**config.mk**
```make
export PLATFORM = sky130hd
export DESIGN_NAME = rd_alu_exec
export DESIGN_NICKNAME = d
export VERILOG_FILES = /design/src/rtl/rd_alu_exec.sv
export SDC_FILE = /design/constraint.sdc
export NUM_CORES = 1
export LEC_CHECK = 0
export CAP_MARGIN = 40
export CORE_MARGIN = 2
export CORE_UTILIZATION = 54
export DETAILED_ROUTE_END_ITERATION = 12
export PLACE_DENSITY = 0.78
export SLEW_MARGIN = 25
export SYNTH_ARGS = -nofsm -noshare
export SYNTH_HDL_FRONTEND = slang
export SYNTH_SLANG_ARGS = --single-unit
```
**constraint.sdc**
```tcl
create_clock -name clk_i -period 7.25 [get_ports clk_i]
set_input_delay 1.8125 -clock clk_i [delete_from_list [all_inputs] [get_ports clk_i]]
set_output_delay 1.8125 -clock clk_i [all_outputs]
set_load 0.1 [all_outputs]
```
**src/rtl/rd_alu_exec.sv**
```systemverilog
// Execute-stage ALU: single-cycle logic/add/sub, 1-bit-per-cycle serial shifter,
// valid/ready handshake on the operation and result sides.
module rd_alu_exec #(
   parameter int WIDTH   = 32,
   parameter int SHAMT_W = $clog2(WIDTH)
) (
   input  logic               clk_i,
   input  logic               rst_ni,
   input  logic               op_valid_i,
   output logic               op_ready_o,
   input  logic [3:0]         ALUControl_i,
   input  logic [WIDTH-1:0]   a_i,
   input  logic [WIDTH-1:0]   b_i,
   output logic               res_valid_o,
   input  logic               res_ready_i,
   output logic [WIDTH-1:0]   result_o,
   output logic               zero_o,
   output logic               illegal_o
);

   localparam logic [3:0] ALU_ADD = 4'd0;
   localparam logic [3:0] ALU_SUB = 4'd1;
   localparam logic [3:0] ALU_AND = 4'd2;
   localparam logic [3:0] ALU_OR  = 4'd3;
   localparam logic [3:0] ALU_XOR = 4'd4;
   localparam logic [3:0] ALU_SLL = 4'd5;
   localparam logic [3:0] ALU_SRL = 4'd6;
   localparam logic [3:0] ALU_SRA = 4'd7;

   typedef enum logic [1:0] {IDLE, SHIFT, DONE} state_t;

   state_t               state_reg, state_next;
   logic [3:0]           op_reg;
   logic [WIDTH-1:0]     shift_reg;
   logic [SHAMT_W-1:0]   cnt_reg;
   logic [WIDTH-1:0]     result_reg;
   logic                 zero_reg;
   logic                 illegal_reg;

   logic                 accept;
   logic                 is_shift;
   logic                 is_legal;
   logic [SHAMT_W-1:0]   shamt;
   logic [WIDTH-1:0]     imm_res;
   logic [WIDTH-1:0]     shift_step;
   logic                 last_shift;

   assign accept     = op_valid_i & op_ready_o;
   assign shamt      = b_i[SHAMT_W-1:0];
   assign is_shift   = (ALUControl_i == ALU_SLL) || (ALUControl_i == ALU_SRL) ||
                       (ALUControl_i == ALU_SRA);
   assign is_legal   = (ALUControl_i <= ALU_SRA);
   assign last_shift = (cnt_reg == SHAMT_W'(1));

   // Single-cycle result; a zero-length shift simply passes operand A through.
   always_comb begin
      imm_res = '0;
      case (ALUControl_i)
         ALU_ADD: imm_res = a_i + b_i;
         ALU_SUB: imm_res = a_i - b_i;
         ALU_AND: imm_res = a_i & b_i;
         ALU_OR:  imm_res = a_i | b_i;
         ALU_XOR: imm_res = a_i ^ b_i;
         ALU_SLL, ALU_SRL, ALU_SRA: imm_res = a_i;
         default: imm_res = '0;
      endcase
   end

   always_comb begin
      shift_step = shift_reg;
      case (op_reg)
         ALU_SLL: shift_step = {shift_reg[WIDTH-2:0], 1'b0};
         ALU_SRL: shift_step = {1'b0, shift_reg[WIDTH-1:1]};
         ALU_SRA: shift_step = {shift_reg[WIDTH-1], shift_reg[WIDTH-1:1]};
         default: shift_step = shift_reg;
      endcase
   end

   always_ff @(posedge clk_i) begin
      if (!rst_ni) begin
         state_reg <= IDLE;
      end else begin
         state_reg <= state_next;
      end
   end

   always_comb begin
      state_next = state_reg;
      case (state_reg)
         IDLE: begin
            if (accept) begin
               state_next = (is_shift && (shamt != '0)) ? SHIFT : DONE;
            end
         end
         SHIFT: begin
            if (last_shift) begin
               state_next = DONE;
            end
         end
         DONE: begin
            if (res_ready_i) begin
               state_next = IDLE;
            end
         end
         default: state_next = IDLE;
      endcase
   end

   always_comb begin
      op_ready_o  = rst_ni && (state_reg == IDLE);
      res_valid_o = (state_reg == DONE);
   end

   // The shifter works on its own register so result_o keeps its previous value until the end.
   always_ff @(posedge clk_i) begin
      if (!rst_ni) begin
         op_reg      <= '0;
         shift_reg   <= '0;
         cnt_reg     <= '0;
         result_reg  <= '0;
         zero_reg    <= 1'b0;
         illegal_reg <= 1'b0;
      end else begin
         case (state_reg)
            IDLE: begin
               if (accept) begin
                  op_reg <= ALUControl_i;
                  if (is_shift && (shamt != '0)) begin
                     shift_reg <= a_i;
                     cnt_reg   <= shamt;
                  end else begin
                     result_reg  <= imm_res;
                     zero_reg    <= (imm_res == '0);
                     illegal_reg <= !is_legal;
                  end
               end
            end
            SHIFT: begin
               shift_reg <= shift_step;
               cnt_reg   <= cnt_reg - SHAMT_W'(1);
               if (last_shift) begin
                  result_reg  <= shift_step;
                  zero_reg    <= (shift_step == '0);
                  illegal_reg <= 1'b0;
               end
            end
            default: begin
            end
         endcase
      end
   end

   assign result_o  = result_reg;
   assign zero_o    = zero_reg;
   assign illegal_o = illegal_reg;

endmodule
```
# After elaboration in Yosys (flattened, before gate mapping)
# Index checks and enable logic that the tools add are counted.
# word_totals
reg_bits	77
in_bits	72
out_inout_bits	36
# classes
n_addsub	3
order_cmp	1
n_eq_ne	18
muxes	25
bitwise_logic	4
reduce_logical	16
# op_table
op	count
$pmux 32 s6	1
$mux 32	5
$pmux 32 s2	2
$pmux 32 s3	1
$logic_not 32->1	2
$add 32x32->32	1
$and 32x32->32	1
$or 32x32->32	1
$sub 32x32->32	1
$xor 32x32->32	1
$eq 4x3->1 const B	7
$mux 5	2
$pmux 5 s2	1
$eq 4x2->1 const B	2
$mux 2	4
$ne 2x2->1 const B	4
$mux 1	6
$pmux 2 s3	1
$reduce_and 3->1	2
$eq 5x1->1 const B	1
$reduce_bool 5->1	1
$sub 5x1->5 const B	1
$eq 4x1->1 const B	1
$le 4x3->1 const B	1
other kinds (14)	17

# Logic depth before layout (Yosys ltp)
# depth
word_depth	7
depth_mapped	21
ltp_nobuf	20

# Worst setup path before layout
# No wires, ideal clock.
# synth_path
kind	input -> register
from	in ALUControl_i[2]
to	reg zero_reg (netlist: zero_o)
setup_ns	0.096
arrival_ns	6.245
t_required_ns	7.154
path_slack_ns	0.909
cell_stages	19
cell_sequence	clkbuf_1 > nor3_1 > clkbuf_1 > clkbuf_1 > and2_1 > buf_2 > a31oi_1 > xnor2_1 > ha_1 > a21oi_2 > o21bai_1 > or4b_4 > o21ai_2 > o21a_2 > xnor2_1 > a221o_1 > a2111oi_2 > nand4_1 > o41ai_2
# synth_via
elab_chain_cells	7
# synth_lines
element	line	text
from (decl)	11	input logic [3:0] ALUControl_i,
$eq 4x3->1, on equally long branches	50, 58, 51	
$reduce_or 3->1	58	case (ALUControl_i)
$pmux 32 s6	58	
$logic_not 32->1	133	zero_reg <= (imm_res == '0);
$mux 1	128	if (is_shift && (shamt != '0)) begin
$mux 1	126	if (accept) begin
$pmux 1 s2	124	case (state_reg)
to (signal assigned)	133	
to (signal assigned)	143	zero_reg <= (shift_step == '0);
to (decl)	37	logic zero_reg;
# Several ways; a longest one is shown, not always the timed one. The select of a mux whose other input is x is not followed.
# A chain may end at the register's enable or synchronous reset.

# Worst setup path in the final report
# layout_path
from	in b_i[0]
to	reg zero_reg (netlist: zero_o)
# layout_via
elab_chain_cells	6
# layout_lines
element	line	text
from (decl)	13	input logic [WIDTH-1:0] b_i,
$sub 32x32->32 (tied with other cells)	60	ALU_SUB: imm_res = a_i - b_i;
$pmux 32 s6	58	
$logic_not 32->1	133	
$mux 1	128	
$mux 1	126	
$pmux 1 s2	124	
# Several ways; a longest one is shown, not always the timed one. The select of a mux whose other input is x is not followed.

==> results.toml <==
[setup_path]
critPathMaxFanout = 11
rrSetupSlack_ns = 3.85
critPathCapture = "zero_o"
slowest_stage = "or4_1"
rr_startpoint = "state_reg[1]"
end_kind = "flip-flop"
critPathLaunchType = "input pin"
worstPathArrival_ns = 6.65
cpPeakStageDelay_ns = 0.61
worstSetupPathType = "in -> reg"
cp.depth = 19
crit_buf_inv = 2
path_cells = "clkdlybuf4s50_1 -> inv_1 -> ha_1 -> and2_1 -> and3_1 -> nand2_1 -> nor2_1 -> nand2_1 -> o31ai_1 -> xnor2_1 -> ha_1 -> nand4_1 -> a311oi_1 -> o21ai_1 -> and3b_1 -> xnor2_1 -> o221ai_1 -> or4_1 -> o41ai_2"
cp-startpoint = "b_i[0]"
r2r_end = "zero_o"
r2r_cells = 11
path_delay_family = "simple AND/OR/NAND/NOR gates"
critPathRequiredTime_ns = 7.51

[grt]
antenna_found_initial = 0
grt_max_degree = 80
grt_usage_pct = 36.26
grt_overflow = 0
grt_pass1_vias = 9371
grt_pass1_wl_um = 50670

[routing]
routed_wl_um = 32080
dr.first_iter.drc_count = 1389
wl_met1_um = 12810
wl_per_cell_um = 20.78
drc = 0
vias_per_cell = 6.451
drtAntennaViolNets = 0
wl_met2_um = 14790
num_vias = 9960
firstDrtPassIters = 7
met3RoutedLength_um = 2724
routed.top_layer = "met4"

[timing]
fin_crit_ns = 6.395
slew_violations = 0
worst_pin_slew_ns = 0.8847
max_freq_mhz = 156.4
final-setup-viol-count = 0
max_slew_margin_pct = 41.02
rsz0062_at_grt = "no"
hold_violations = 0
fin_tns_setup_ns = 0
fin_crit_sh_pct = 88.21
finalClockSkew_ns = 0.007065

[floorplanning]
core_area_mm2 = 0.01594
ioPinCount = 108
die_area_mm2 = 0.01739
start_util_pct = 55.38
chipWidth_um = 131.9
die_y_um = 131.9
rows = 46

[synth]
synthAdderAreaFrac_pct = 14.26
yosysMostFrequentCell = "nand2_1"
synthesis.area_mm2 = 0.008830
synth_compound_area_share_pct = 33.24
syn_area_per_cell_um2 = 7.161
synth_top_area_share_pct = 17.46
yosys-mux-area-fraction_pct = 4.194
syn_inst = 1233
synth_area_leaders = "dfxtp_1 (17%), ha_1 (14%), a21oi_1 (6.6%)"
yosysSeqAreaShare_pct = 17.46
netlist.top_cell.by_area = "dfxtp_1"
synth-main-ff-cell = "dfxtp_1"
ys_warn_count = 0
synth-async-reset-ratio_pct = 0
synth_xor_area_share_pct = 5.257
synth_edf_count = 0
synth_cell_types = 75
synth_top_family_by_area = "compound AO/OA/AOI/OAI gates"
synth-seq-cells = 77
yosys.area_share.simple_pct = 18.34
synth_nets = 1405
synth_common_cells = "nand2_1 (150), a21oi_1 (116), ha_1 (99)"

[power]
p_leak_uw = 0.004668
vdd_ir_drop_max_mv = 0.1537
pwr_density_cell_mw_per_mm2 = 158.9

[placement]
gp_congestion = 1.004
place_hpwl_um = 24280
dp.cells = 1527
port-buffer-count = 107

[outcome]
outcome = "completed"

[finish]
num-fill-cells = 1354
drive_above_1_share_pct = 7.681
regArea_mm2 = 0.001541
num_antenna_cells = 0
multi_input_area_mm2 = 0.006681
area_growth_pct = 23.76
fin_cells = 1544
num-nets-final = 1495

[worst_hold_path]
hp-class = "reg -> reg"

[cts]
cts_setup_buffers = 0
worstSkewPairLatency_ns = 0.35
post_cts_resized = 0
h-tree-depth = 3
clkTransAtPathRegs_ns = 0.06
cts-buffers-inserted = 9
cts.path.max_buffers = 2
holdBufCountCts = 0
ctsRootBufferMaster = "clkbuf_16"
cts.sinks = 77
cts_tree = "yes"

[flow_run]
maxCapViolations = 0
placed cells by master (no fill, tap or decap), types with 28 or more instances in the layout:
cell type and count:
nand2_1 150, a21oi_1 116, clkdlybuf4s50_1 105, ha_1 99, o21ai_0 90, inv_1 80
nor2_1 79, dfxtp_1 77, o22ai_1 50, xnor2_1 43, mux2i_1 37, buf_8 32
o211ai_1 28, o221ai_1 28
through the flow:
step | instance area (um2) | total power [uW] | setup slack, ns | hold WS, ns | utilization [%]
after global routing | 10930 | 1825 | 0.5132 | 0.4848 | 68.55
after CTS | 10910 | 1724 | 0.9798 | 0.4562 | 68.45
after global placement | 9997 | 1235 | 0.7818 | 0.4435 | 62.71
final | 10930 | 1736 | 0.8548 | 0.4523 | 68.55
after floorplan | 8830 | 1024 | 0.9093 | 0.4314 | -
after detailed placement | 10640 | 1303 | 0.6159 | 0.4459 | 66.71
power breakdown:
part | internal [uW] | switching, uW
clock network | 240 | 182
logic | 321 | 506
registers | 455 | 31.7
total | 1020 | 721
worst reg2reg max path, delay by kind of cell (launching register included):
| family | cells | cell delay, ns |
|---|---|---|
| simple gates | 7 | 1.88 |
| compound gates | 3 | 0.65 |
| flops | 1 | 0.42 |
| buf+inv | 1 | 0.35 |
logic make-up after synthesis:
| kind of cell | Yosys count |
|---|---|
| AND/OR/NAND/NOR | 347 |
| buffers and inverters | 169 |
| flip-flops | 77 |
| AO/OA/AOI/OAI | 450 |
| XOR/XNOR | 53 |
| multiplexers | 37 |
| adder cells (fa/ha/maj) | 100 |
worst min path at each step:
stage	from	end	depth (start not counted)
CTS	op_reg[2]	op_reg[2]	2
global placement	op_reg[2]	op_reg[2]	2
floorplan	op_reg[2]	op_reg[2]	2
detailed placement	op_reg[2]	op_reg[2]	2
finish	op_reg[2]	op_reg[2]	2
global route	op_reg[2]	op_reg[2]	2
layout make-up:
type	count	share of cell area (%)
flip-flops and latches	77	14.11
repair buffers	162	16.78
inverters	86	2.954
clock buffers	10	2.187
clock inverters	6	0.3549
well taps	216	2.473
multi-input cells	987	61.14
routing by layer:
metal | global-route usage (%) | up-vias
li1 | - | 4669
met1 | 45.84 | 4624
met4 | 17.69 | 0
met5 | 0 | -
met3 | 5.921 | 119
met2 | 59.95 | 548
Power figures use the tool's default switching activity.
